--- config.mk ---
export PLATFORM = sky130hd
export DESIGN_NAME = bounded_updown_counter
export DESIGN_NICKNAME = d
export VERILOG_FILES = /design/src/rtl/counter_pkg.sv /design/src/rtl/clock_enable_divider.sv /design/src/rtl/bounded_updown_counter.sv
export SDC_FILE = /design/constraint.sdc
export NUM_CORES = 1
export LEC_CHECK = 0
export CORE_ASPECT_RATIO = 2
export CORE_UTILIZATION = 26
export CTS_CLUSTER_SIZE = 25
export DETAILED_ROUTE_END_ITERATION = 8
export SETUP_SLACK_MARGIN = 0.5
export SLEW_MARGIN = 20
export SYNTH_ARGS = -nofsm -noshare
export SYNTH_HDL_FRONTEND = slang
export SYNTH_SLANG_ARGS = --single-unit
--- constraint.sdc ---
create_clock -name clock -period 3.8 [get_ports clock]
set_clock_uncertainty 0.1 [all_clocks]
set_input_delay 0.38 -clock clock [delete_from_list [all_inputs] [get_ports clock]]
set_output_delay 0.38 -clock clock [all_outputs]
set_load 0.02 [all_outputs]
--- src/rtl/counter_pkg.sv ---
// counter_pkg: direction/mode encodings and the bounded step rule shared by counter instances
package counter_pkg;

    typedef enum logic {DIR_DOWN = 1'b0, DIR_UP = 1'b1} dir_e;
    typedef enum logic {MODE_SAT = 1'b0, MODE_WRAP = 1'b1} mode_e;

    typedef struct packed {
        logic [31:0] count;
        logic        wrapped;
    } next_t;

    // Operands are zero-extended counts; the 33-bit sum keeps full-range bounds free of overflow.
    function automatic next_t next_count(input logic [31:0] count, input logic [31:0] lower,
                                         input logic [31:0] upper, input logic [31:0] step,
                                         input dir_e dir, input mode_e mode);
        logic [32:0] sum;
        logic        hit;
        next_t       r;
        sum = {1'b0, count} + {1'b0, step};
        hit = (dir == DIR_UP) ? (count >= upper || sum > {1'b0, upper})
                              : (count <= lower || {1'b0, count} < {1'b0, lower} + {1'b0, step});
        r.count   = hit ? (((dir == DIR_UP) ^ (mode == MODE_WRAP)) ? upper : lower)
                        : ((dir == DIR_UP) ? sum[31:0] : count - step);
        r.wrapped = hit & (mode == MODE_WRAP);
        return r;
    endfunction

endpackage

--- src/rtl/clock_enable_divider.sv ---
// clock_enable_divider: emits tick on every PRESCALE-th enabled cycle; phase holds while disabled
module clock_enable_divider #(
    parameter int PRESCALE = 1
) (
    input  logic clock,
    input  logic reset,
    input  logic enable,
    input  logic clear,
    output logic tick
);

    localparam int PW = (PRESCALE > 1) ? $clog2(PRESCALE) : 1;
    localparam logic [PW-1:0] LAST = PW'(PRESCALE - 1);

    logic [PW-1:0] phase;

    assign tick = enable & (phase == LAST);

    always_ff @(posedge clock) begin
        if (reset || clear)
            phase <= '0;
        else if (enable)
            phase <= (phase == LAST) ? '0 : phase + 1'b1;
    end

endmodule

--- src/rtl/bounded_updown_counter.sv ---
// bounded_updown_counter: up/down counter with runtime bounds, wrap/saturate, load and prescaled enable
module bounded_updown_counter
    import counter_pkg::*;
#(
    parameter int               WIDTH       = 10,
    parameter int               INCREMENT   = 1,
    parameter logic [WIDTH-1:0] RESET_VALUE = '0,
    parameter int               PRESCALE    = 1
) (
    input  logic             clock,
    input  logic             reset,
    input  logic             enable,
    input  logic             up,
    input  logic             wrap_mode,
    input  logic [WIDTH-1:0] lower_bound,
    input  logic [WIDTH-1:0] upper_bound,
    input  logic             load,
    input  logic [WIDTH-1:0] load_value,
    output logic [WIDTH-1:0] count_value,
    output logic             terminal,
    output logic             carry_out,
    output logic             wrap_pulse,
    output logic             config_error
);

    localparam logic [WIDTH-1:0] STEP = WIDTH'(INCREMENT);

    logic  tick;
    next_t nxt;

    clock_enable_divider #(.PRESCALE(PRESCALE)) u_div (
        .clock  (clock),
        .reset  (reset),
        .enable (enable),
        .clear  (load),
        .tick   (tick)
    );

    assign config_error = lower_bound > upper_bound;
    assign terminal     = up ? (count_value >= upper_bound) : (count_value <= lower_bound);
    // Cascade enable for a downstream counter; suppressed while load overrides the tick.
    assign carry_out    = tick & terminal & wrap_mode & ~config_error & ~load;
    assign nxt          = next_count(32'(count_value), 32'(lower_bound), 32'(upper_bound), 32'(STEP),
                                     dir_e'(up), mode_e'(wrap_mode));

    always_ff @(posedge clock) begin
        if (reset) begin
            count_value <= RESET_VALUE;
            wrap_pulse  <= 1'b0;
        end else if (load) begin
            count_value <= load_value;
            wrap_pulse  <= 1'b0;
        end else if (tick && !config_error) begin
            count_value <= WIDTH'(nxt.count);
            wrap_pulse  <= nxt.wrapped;
        end else begin
            wrap_pulse  <= 1'b0;
        end
    end

endmodule

==> results of run 1 <==
-- cell families (layout without fill, tap and decap cells) --
kind of cell | after synthesis | count (layout)
and+or+nand+nor | 98 | 98
buffers and inverters | 37 | 111
muxes | 1 | 1
xor gates and xnor gates | 26 | 26
adders and majority gates | 53 | 53
DFF | 11 | 11
AOI/OAI and AO/OA | 78 | 78
-- layout make-up --
cell class,instances,area (µm²)
inverter,25,93.8
fill,919,5360
multi-input combinational,256,2030
tap,100,125
timing repair buffer,82,734
clock buffer,4,78.8
sequential,11,226
-- layer usage --
metal	track usage, %	wire (µm)	up-vias
met5	0	0	-
met4	14.5	606	0
met1	16.7	2790	1171
met3	1.26	198	34
li1	-	-	1274
met2	35.1	4520	63
-- per-stage QoR --
step	worst slack, ns	instances	area, µm²	total power (µW)
6_report	0.575	478	3290	818
2_1_floorplan	0.674	304	2330	409
4_1_cts	0.403	475	3190	803
3_3_place_gp	0.127	470	3100	588
5_1_grt	0.442	478	3290	871
3_5_place_dp	0.137	470	3100	593
-- Yosys cell counts, types with 2 or more instances --
cell type and count:
a211oi_1 4, a21o_1 5, a21oi_1 21, a22oi_1 9, a41oi_1 2, and2_1 2
and3_1 5, buf_2 3, buf_4 3, clkbuf_1 4, dfxtp_1 11, ha_1 53
inv_1 25, nand2_1 18, nand2b_1 5, nand3_1 17, nand3b_1 4, nand4_1 10
nor2_1 14, nor2b_1 4, nor3_1 5, nor3_2 2, nor3b_1 2, o211ai_1 8
o21ai_0 16, o221ai_1 2, or3_1 2, or4_1 2, xnor2_1 17, xor2_1 9
-- what timing repair did --
action	in CTS	in global routing
resized for setup	7	26
pin swaps	1	9
endpoints found under the setup margin	12	14
hold buffers	0	0
gates cloned	0	0
buffers inserted	1	3
-- path summary, 6_finish.rpt --
| check | startpoint | to | depth (start not counted) |
|---|---|---|---|
| worst min-delay path | count_value[0] | count_value[0] | 2 |
| worst max-delay path | lower_bound[5] | carry_out | 11 |
| worst min register to register | count_value[0] | count_value[0] | 2 |
| worst max register to register | count_value[1] | count_value[1] | 15 |
-- power breakdown --
part | switching [µW] | internal, µW
logic | 244 | 221
registers | 18.2 | 128
clock network | 64.5 | 142
total | 327 | 491
-- flip-flops by register name, summed over array words and instances (netlist names) --
register	flops
count_value	10
wrap_pulse	1
-- tightest hold or removal path: stages (launching register included) --
cell and delay [ns]:
dfxtp_4 0.36, buf_4 0.15, o221ai_1 0.12
==> results.toml, run 1 <==
[pwr]
leakagePower_uw = 0.00150
p_per_area_nw_per_um2 = 248
ir_drop_v = 0.000140

[placement]
dp_hpwl_mm = 6.96
io_buffers = 49
place_congestion = 0.894

[yosys]
synthXorXnorAreaFrac_pct = 9.76
synth.avg_cell_area_um2 = 7.67
async_flop_share_pct = 0
synth_top_area_share_pct = 28.4
synth_top_area_cell = "ha_1"
synthAdderAreaFrac_pct = 28.4
synth_mux_area_share_pct = 0.429
synth_compound_area_share_pct = 22.0
synth.distinct_cells = 50
synth_top_family_by_area = "adder cells"
synth_ff_type = "dfxtp_1"
synth-edff-count = 0
ys_seq_elements = 11
syn_inst = 304
synthSimpleGateAreaFrac_pct = 23.0
yosysWarnings = 0
synth.area.top_cells = "ha_1 28%, dfxtp_1 9.4%, xnor2_1 6.4%"
syn-cell-area_um2 = 2330
ys_seq_area_share_pct = 9.44
synth_nets = 393

[clocking]
cts_tree = "built"
clk_latency_ns = 0.25
cts.htree.levels = 1
numCtsBuffers = 3
clk_pin_slew_ns = 0.05
clock-sinks = 11
cts_buffer_depth = 2
cts_root_buf = "clkbuf_16"

[sta]
whs_ns = 0.580
hold_violations = 0
fin_crit_ns = 3.23
rsz0062_at_grt = "yes"
min_period_over_period_pct = 84.9
tightest_slew_ns = 0.675
fmax_mhz = 310
slew_headroom_pct = 54.9
tns_ns = 0
slew_viol_final = 0
setup_viol = 0

[finish]
fin_util_pct = 38.1
final_common_cell = "ha_1"
final_cell_mix = "51 x ha_1, 46 x clkdlybuf4s50_1, 32 x buf_4, 25 x inv_1, 20 x a21oi_1"
area_growth_pct = 41.2
drive_above_1_share_pct = 16.1
diodes = 0
fin_nets = 468

[status]
status = "completed"

[grt]
grt_pass1_wl_mm = 12.7
grt_usage_pct = 18.5
grt_max_degree = 21
overflow = 0
antenna_found_initial = 0
grt_pass1_vias = 2729

[detailed_routing]
drtAntennaViolNets = 0
routed_wl_mm = 8.11
wl_per_cell_um = 17.0
first_pass_iters = 4
num_vias = 2542
post_drt_via_cell_ratio = 5.32
drcViolationCount = 0
drt_iter0_drc = 136

[die]
core-area_um2 = 8650
die_w_um = 69.0
start_util_pct = 27.0
rows = 48
die-area_um2 = 9380
die_h_um = 136
pin_count = 50

[worst_setup_path]
crit_path_end_kind = "output pin"
timing.critical_path.mode_cell = "nor2_1"
crit_path_cell_trace = "clkdlybuf4s50_1, inv_1, ha_1, a21oi_1, o21ai_0, a2111oi_2, buf_4, nor2_1, nor2_1, and3_1, clkbuf_2"
crit_fanout = 3
crit_type = "input pin to output pin"
crit_required_ns = 3.32
cp-start-kind = "input pin"
rrSetupSlack_ns = 0.60
crit_family = "buffers and inverters"
worst-path-buf-inv = 4
worst_ep_arrival_time_ns = 2.75
cp_slowest_stage_delay_ns = 0.48
cpMaxStageDelayCell = "clkdlybuf4s50_1"

[run]
cap_violations = 0

[min_path]
hp-class = "flop to flop"
No activity file was read; power rests on OpenSTA's default activity.
==> run 2: changes to the inputs <==
Clock period 3.8 ns to 3.34 ns, I/O delays scaled along.
==> run 2 against run 1 <==
  * Cell count increased by 4.0%
  * Cell area grew 11%
  * Via count increased by 5.2%
  * Largest power group unchanged
==> results.toml, run 2 (synthesis results as in run 1) <==
[status]
status = "completed"

[die]
start_util_pct = 27.0
die_w_um = 69.0
core-area_um2 = 8650
rows = 48
pin_count = 50
die_h_um = 136
die-area_um2 = 9380

[pwr]
intPower_uw = 602
power.share.clock_pct = 23.1
p_per_area_nw_per_um2 = 274
seqPwrFrac_pct = 16.8
leakagePower_uw = 0.00165
switching_share_pct = 40.0
switchingPower_uw = 401
comb_power_share_pct = 60.1
ir_drop_v = 0.000105

[min_path]
holdPathStages = 3
min_delay_worst_endpoint = "count_value[0]"
hp-start = "upper_bound[0]"
hp-class = "input pin to flop"

[run]
cap_violations = 0

[placement]
place_congestion = 0.879
preCtsSetupSlack_ns = -0.309
placed_cells = 486
io_buffers = 49
dp_hpwl_mm = 7.24

[detailed_routing]
drcViolationCount = 0
first_pass_iters = 4
post_drt_via_cell_ratio = 5.38
routed_wl_mm = 8.79
num_vias = 2673
drtAntennaViolNets = 0
wl_per_cell_um = 17.7
drt_iter0_drc = 99

[clocking]
cts_tree = "built"
hold_buffers = 0
cts.htree.levels = 1
clk_latency_ns = 0.25
numCtsBuffers = 3
clk_pin_slew_ns = 0.05
clock-sinks = 11
cts_buffer_depth = 2
cts_root_buf = "clkbuf_16"

[grt]
grt_usage_pct = 19.4
grt_use_met2_pct = 35.9
antenna_found_initial = 0
overflow = 0
grt_pass1_vias = 2801
use_met1_pct = 17.5
grt-busiest-layer = "met2"
grt_pass1_wl_mm = 13.1
use_met3_pct = 1.26
grt_max_degree = 21

[worst_setup_path]
cp_slowest_stage_delay_ns = 0.36
crit_required_ns = 3.41
r2r-start = "count_value[0]"
crit_fanout = 7
crit_path_cell_trace = "ha_4, and3_4, and3_4, and2_4, nand2_2, xnor2_1, ha_1, a21o_1, a21oi_4, o211ai_1, o21ai_2, a32oi_1, buf_4, nand2b_4, o211ai_1"
reg2reg_to = "count_value[6]"
reg2reg_depth = 15
cp-start-kind = "flop"
cpMaxStageDelayCell = "dfxtp_4"
crit_path_end_kind = "flop"
worst_ep_arrival_time_ns = 3.16
rrSetupSlack_ns = 0.25
crit_type = "flop to flop"

[finish]
largest_reg_flops = 10
final_cell_mix = "51 x buf_4, 44 x ha_1, 39 x clkdlybuf4s50_1, 21 x inv_1"
fin_nets = 487
multi_input_area_um2 = 2210
area_growth_pct = 56.8
diodes = 0
fillCellCount = 905
largest_registers = "count_value x10, wrap_pulse x1"
final_common_cell = "buf_4"
drive_above_1_share_pct = 27.5
fin_util_pct = 42.3
instances_no_fill = 497
regMostFlops = "count_value"
seqCellArea_um2 = 233

[sta]
hold_violations = 0
tns_ns = 0
rsz0062_at_grt = "yes"
timing.final.ws_setup_ns = 0.247
slew_headroom_pct = 49.1
setup_viol = 0
slew_viol_final = 0
tightest_slew_ns = 0.762
fin_crit_ns = 3.09
fmax_mhz = 323
min_period_over_period_pct = 92.6
## run 2: cell count changes in the layout (fill, tap and decap cells not counted), sizes merged
cell	change
dlymetal6s2s	+6
buf	+21
clkbuf	-2
clkdlybuf4s50	-7
dlygate4sd2	+1
## run 2: per-layer routing
| metal | routed length, µm | share of wire [%] | vias up |
|---|---|---|---|
| li1 | - | - | 1312 |
| met3 | 236 | 2.7 | 38 |
| met2 | 4940 | 56 | 76 |
| met1 | 2970 | 34 | 1247 |
| met5 | 0 | 0 | - |
| met4 | 648 | 7.4 | 0 |
## run 2: worst max-delay path by stage
stage                     cells past startpoint            from             end
after floorplan                              15  count_value[1]  count_value[1]
after detailed placement                     11  lower_bound[5]       carry_out
after global placement                       11  lower_bound[3]       carry_out
after global routing                         15  count_value[0]  count_value[8]
final                                        15  count_value[0]  count_value[6]
after CTS                                    15  count_value[1]  count_value[6]
## run 2: what timing repair did
action | 4_1_cts | 5_1_grt
gates resized for setup | 30 | 36
setup endpoints to repair | 14 | 14
setup buffers | 6 | 1
pin swaps | 21 | 30
## run 2: layout make-up
class,count,share of cell area (%)
Timing Repair Buffer,101,24.9
Tap cell,100,3.42
Clock buffer,4,2.16
Inverter,25,2.57
Multi-Input combinational cell,256,60.6
Sequential cell,11,6.36
## run 2: critical path, delay by kind of cell (launching register included)
| family | cells | cell delay (ns) |
|---|---|---|
| AO/OA/AOI/OAI | 6 | 1.06 |
| AND/OR/NAND/NOR | 5 | 0.77 |
| XOR/XNOR | 1 | 0.12 |
| flip-flops | 1 | 0.36 |
| adder cells (fa/ha/maj) | 2 | 0.43 |
| buffers and inverters | 1 | 0.18 |
## run 2: power by group through the flow
stage / Combinational (µW) / Sequential [µW] / Clock, µW
floorplan: 287 / 185 / 0
finish: 603 / 168 / 232
global placement: 531 / 167 / 0
CTS: 572 / 166 / 233
detailed placement: 543 / 167 / 0
global route: 657 / 170 / 239
## run 2: stage by stage
stage,total power (µW),hold WS (ns),instance area (µm²)
floorplan,472,0.380,2380
global placement,698,0.461,3270
detailed placement,710,0.456,3270
CTS,972,0.473,3490
global route,1070,0.531,3660
finish,1000,0.458,3660
